`config.mk`:
```
export PLATFORM = sky130hd
export DESIGN_NAME = seg7_scan_decoder
export DESIGN_NICKNAME = d
export VERILOG_FILES = /design/src/rtl/seg7_scan_decoder.sv
export SDC_FILE = /design/constraint.sdc
export NUM_CORES = 1
export LEC_CHECK = 0
export BUFFER_PORTS_ARGS = -buffer_cell sky130_fd_sc_hd__clkbuf_2
export CORE_ASPECT_RATIO = 0.7
export CORE_MARGIN = 1
export CORE_UTILIZATION = 40
export DETAILED_ROUTE_END_ITERATION = 6
export HOLD_SLACK_MARGIN = 0.03
export PLACE_DENSITY_LB_ADDON = 0.08
export SLEW_MARGIN = 20
export SYNTH_ARGS = -nofsm -noshare
export SYNTH_HDL_FRONTEND = slang
export SYNTH_SLANG_ARGS = --single-unit
```
`constraint.sdc`:
```
create_clock -name clk -period 6 [get_ports clk]
set_clock_uncertainty 0.05 [all_clocks]
set_input_delay 0.9 -clock clk [delete_from_list [all_inputs] [get_ports clk]]
set_output_delay 0.9 -clock clk [all_outputs]
set_load 0.005 [all_outputs]
```
`src/rtl/seg7_scan_decoder.sv`:
```
// Readback decoder for a multiplexed 7-segment bus: waits for each {an,seg}
// pattern to settle, decodes it to a hex nibble and assembles full frames.
module seg7_scan_decoder #(
    parameter int NDIG   = 4,
    parameter int STABLE = 4
) (
    input  logic                clk,
    input  logic                rst,
    input  logic [6:0]          seg,
    input  logic [NDIG-1:0]     an,
    output logic [4*NDIG-1:0]   value,
    output logic [NDIG-1:0]     digit_ok,
    output logic                frame_valid,
    output logic                err,
    output logic [2:0]          err_digit
);

    localparam logic [7:0] STABLE_C  = 8'(STABLE);
    localparam logic [7:0] STABLE_M1 = 8'(STABLE - 1);

    logic [NDIG+6:0]   smp_q, smp_d;
    logic [7:0]        cnt_q, cnt_d;
    logic [NDIG-1:0]   mask_q, mask_d, mask_new;
    logic [4*NDIG-1:0] value_q, value_d;
    logic [NDIG-1:0]   ok_q, ok_d;
    logic              frame_q, frame_d;
    logic              err_q, err_d;
    logic [2:0]        err_digit_q, err_digit_d;
    logic [NDIG+6:0]   sample_w;
    logic              capture;
    logic [4:0]        dec;
    int                idx;

    // Returns {valid, nibble}; anything outside the hex font is invalid.
    function automatic logic [4:0] decode(input logic [6:0] s);
        case (s)
            7'h3F: decode = 5'h10;
            7'h06: decode = 5'h11;
            7'h5B: decode = 5'h12;
            7'h4F: decode = 5'h13;
            7'h66: decode = 5'h14;
            7'h6D: decode = 5'h15;
            7'h7D: decode = 5'h16;
            7'h07: decode = 5'h17;
            7'h7F: decode = 5'h18;
            7'h6F: decode = 5'h19;
            7'h77: decode = 5'h1A;
            7'h7C: decode = 5'h1B;
            7'h39: decode = 5'h1C;
            7'h5E: decode = 5'h1D;
            7'h79: decode = 5'h1E;
            7'h71: decode = 5'h1F;
            default: decode = 5'h00;
        endcase
    endfunction

    always_comb begin
        sample_w    = {an, seg};
        smp_d       = sample_w;
        cnt_d       = cnt_q;
        mask_d      = mask_q;
        mask_new    = mask_q;
        value_d     = value_q;
        ok_d        = ok_q;
        frame_d     = 1'b0;
        err_d       = 1'b0;
        err_digit_d = err_digit_q;
        idx         = 0;
        dec         = decode(seg);

        if (sample_w != smp_q)
            cnt_d = 8'd1;
        else if (cnt_q != STABLE_C)
            cnt_d = cnt_q + 8'd1;

        for (int k = 0; k < NDIG; k++)
            if (an[k]) idx = k;

        // Fires only on the STABLE-1 -> STABLE step, so once per stable interval.
        capture = (sample_w == smp_q) && (cnt_q == STABLE_M1) && $onehot(an);

        if (capture) begin
            if (dec[4]) begin
                value_d[4*idx +: 4] = dec[3:0];
                ok_d[idx]           = 1'b1;
                mask_new[idx]       = 1'b1;
                if (&mask_new) begin
                    frame_d = 1'b1;
                    mask_d  = '0;
                end else begin
                    mask_d  = mask_new;
                end
            end else begin
                ok_d[idx]   = 1'b0;
                mask_d[idx] = 1'b0;
                err_d       = 1'b1;
                err_digit_d = idx[2:0];
            end
        end
    end

    always_ff @(posedge clk or posedge rst) begin
        if (rst) begin
            smp_q       <= '0;
            cnt_q       <= '0;
            mask_q      <= '0;
            value_q     <= '0;
            ok_q        <= '0;
            frame_q     <= 1'b0;
            err_q       <= 1'b0;
            err_digit_q <= '0;
        end else begin
            smp_q       <= smp_d;
            cnt_q       <= cnt_d;
            mask_q      <= mask_d;
            value_q     <= value_d;
            ok_q        <= ok_d;
            frame_q     <= frame_d;
            err_q       <= err_d;
            err_digit_q <= err_digit_d;
        end
    end

    assign value       = value_q;
    assign digit_ok    = ok_q;
    assign frame_valid = frame_q;
    assign err         = err_q;
    assign err_digit   = err_digit_q;

endmodule

```
==> results by group <==
Routing
  – DR vias/cell: slightly above 5
  – Final ANT Viol Nets: 0
  – Drt drc: 0
  – Via count: 1947
  – Detailed Route Iter0 Violations: 71
  – DRT Pass-1 Iters: 4
  – WL/cell: 15.1 µm
  – Final wirelength: roughly 5.7 mm

Clocking
  – Clock buffer depth: 2
  – CTS Hold Bufs: 0
  – H-Tree Depth: 2
  – TritonCTS clock tree: yes
  – Setup Buffers After CTS: 0
  – Clk sinks: 47
  – Skew-Pair Late Insertion Delay: 300 ps
  – TritonCTS Buffers: 5
  – Resize count post-CTS: 0
  – Clock slew at reported path FFs: roughly 80 ps
  – Root buf cell: clkbuf_8

Finish
  – Post-route design area: approximately 0.0030 mm²
  – Final-layout fill cell count: 613
  – Antenna Cells: 0
  – Multi-input logic area: 0.00137 mm²
  – Area growth from synthesis to layout: 11.5%
  – Layout cells sized above 1: 0.246
  – Final nets: 314
  – FF+latch area: about 0.0012 mm²

Floorplanning
  – Core box area: around 0.0064 mm²
  – Initial core utilization: 0.424
  – Die ar.: approximately 0.0071 mm²
  – # IOs: 38
  – Number of cell rows: 24
  – Chip Height: 70.9 µm
  – DIE WIDTH: roughly 100 µm

Timing
  – Final setup TNS: 0 ps
  – Max Clk Rate: 263 MHz
  – RSZ-0062 raised after global routing: no
  – # setup viols final: 0
  – Endpoints failing hold: 0
  – Slew headroom: 0.465
  – Hold WS: 460 ps
  – Count of pins over their slew limit: 0
  – Fin worst setup slack: approximately 2200 ps
  – Crit share post-route: 0.635
  – Slew @ Worst Pin: 795 ps
  – Period minus WS final: between 3000 and 4000 ps

Synthesis
  – Synth Flop Type: dfrtp_1
  – Syn_area_per_cell: 10.6 µm²
  – Syn Inst Count: 256
  – Mapped Nets: between 200 and 300
  – Flops & latches, synth: 47
  – Syn. warnings: 0
  – Post-synth ARST share: 1.00
  – Register area share after synthesis: 0.434
  – Yosys cell types: 52
  – EDFF count, synth: 0
  – Synth Cell Area: 0.00271 mm²

Critical path
  – Worst r2r dst: value[11]
  – Crit-path max cell delay: around 700 ps
  – CP cell instances: clkbuf_2, inv_1, fa_1, inv_1, ha_1, ha_1, nor4b_1, nand3_1, a2111oi_2, mux2_2
  – FF-to-FF path depth: 5
  – CP Max Fanout: 5
  – Max stage delay cell, worst path: a2111oi_2
  – Type of the worst setup path: in -> reg
  – Setup crit start kind: input pin
  – R2R Path Start: cnt_q[0]
  – WP data arrival: 3950 ps
  – Required time of the critical path: 6140 ps
  – Worst R2R Setup Slack: 3350 ps
  – CP endpoint kind: flop

Placed design
  – DP HPWL: 4.12 mm
  – Pre-CTS setup slack: 1870 ps
  – Routability cong.: 0.762
  – Port Buffers: 36
  – Placed inst area: 0.00294 mm²

Outcome
  – Outcome: finished clean

Pwr
  – Tot Pwr: 575 µW
  – VDD IR-drop max: 91.1 µV
  – PD cells: 190 mW/mm²
  – Total leakage power: 0.00141 µW

Min path
  – Worst min-delay path category: reg -> reg
  – Hold path depth: 1

Global routing
  – Largest net degree at the start of global routing: 48
  – Total global-route track usage: 0.176
  – Vias in the first global route: 1946
  – Initial antenna violation count: 0
  – First-pass GRT wire length: 9.74 mm
  – Gr ovfl total: 0

Job
  – Max-Cap Viols: 0
## power by group
group | leakage [µW] | internal [µW] | total [µW] | switching (µW)
Clock | 0.0000422 | 82.1 | 191 | 109
Sequential | 0.000584 | 320 | 322 | 1.57
Combinational | 0.000788 | 20.1 | 62.2 | 42.1
Total | 0.00141 | 422 | 575 | 152
## metal layers
| metal | wire (µm) | GRT usage | vias up |
|---|---|---|---|
| li1 | - | - | 967 |
| met1 | 3130 | 0.270 | 942 |
| met2 | 2360 | 0.248 | 33 |
| met3 | 206 | 0.0385 | 5 |
| met4 | 52 | 0.0515 | 0 |
| met5 | 0 | 0 | - |
## final cells by class
cell class,count,area share
Clock buffer,7,0.0252
Timing Repair Buffer,36,0.0596
Inverter,26,0.0327
Multi-Input combinational cell,172,0.454
Clock inverter,1,0.00166
Sequential cell,47,0.389
Tap cell,91,0.0377
## placed cells by master (no fill, tap or decap), types with 2 or more instances in the layout
cell / n
o22ai_1: 5
nand2_1: 11
nand4_1: 2
clkbuf_2: 36
a2111oi_2: 4
nor4_2: 3
inv_1: 25
clkinv_2: 2
a31oi_1: 6
mux2i_1: 6
nor3_1: 11
ha_1: 12
clkbuf_1: 2
o21ai_0: 6
nand2b_1: 2
nand3_1: 7
o21a_1: 2
xor2_1: 14
a211oi_1: 4
and3_1: 8
nor2b_1: 4
dfrtp_1: 47
and4bb_2: 2
mux2_2: 14
and4b_1: 2
nor4bb_1: 2
and2_1: 2
xnor2_1: 4
a21oi_1: 4
nor2_1: 14
clkbuf_8: 5
## logic make-up (layout without fill, tap and decap cells)
logic type               after synthesis  count (layout)  share of synthesized area
AO/OA/AOI/OAI                         38              38                      0.112
XOR/XNOR                              18              18                     0.0582
adder cells (fa/ha/maj)               13              13                     0.0628
buffers and inverters                 37              70                     0.0596
flip-flops                            47              47                      0.434
multiplexers                          20              20                     0.0803
other                                  1               1                    0.00138
AND/OR/NAND/NOR                       82              82                      0.192
## cells in the mapped netlist, drive strengths merged, types with 2 or more instances
library cell,n,area [µm²]
a2111oi,5,87.6
a211oi,4,30.0
a21oi,5,28.8
a31oi,6,37.5
and2,2,12.5
and3,8,50.1
and4b,2,20.0
and4bb,2,25.0
buf,9,56.3
clkbuf,2,7.51
dfrtp,47,1180
ha,12,150
inv,26,97.6
mux2,14,158
mux2i,6,60.1
nand2,11,41.3
nand2b,2,12.5
nand3,8,45.0
nand4,2,12.5
nor2,14,52.6
nor2b,4,25.0
nor3,12,65.1
nor4,4,43.8
nor4b,2,32.5
nor4bb,2,20.0
o21a,2,15.0
o21ai,6,30.0
o22ai,5,31.3
xnor2,4,35.0
xor2,14,123
## sequential cells by signal, summed over array words and instances, names as in the netlist, named ones only
register,cells
value,16
err_digit,2
smp_q,11
err,1
mask_q,4
frame_valid,1
cnt_q,8
## critical path: cells and delay by family
kind	cells	cell delay, ps
AND/OR/NAND/NOR	2	730
adder cells (fa/ha/maj)	3	980
multiplexers	1	400
buffers and inverters	3	230
AO/OA/AOI/OAI	1	700
## worst max path at each step
stage	from	end	cells after the start
2_1_floorplan	an[0]	value[10]	9
3_3_place_gp	an[0]	value[6]	10
3_5_place_dp	an[0]	value[7]	10
4_1_cts	an[0]	value[10]	10
5_1_grt	an[0]	value[7]	10
6_report	an[0]	value[11]	10
## stage by stage
step / util / cells
2_1_floorplan: - / 256
3_3_place_gp: 0.460 / 372
3_5_place_dp: 0.460 / 372
4_1_cts: 0.472 / 380
5_1_grt: 0.473 / 380
6_report: 0.473 / 380
(Power assumes the default switching activity.)
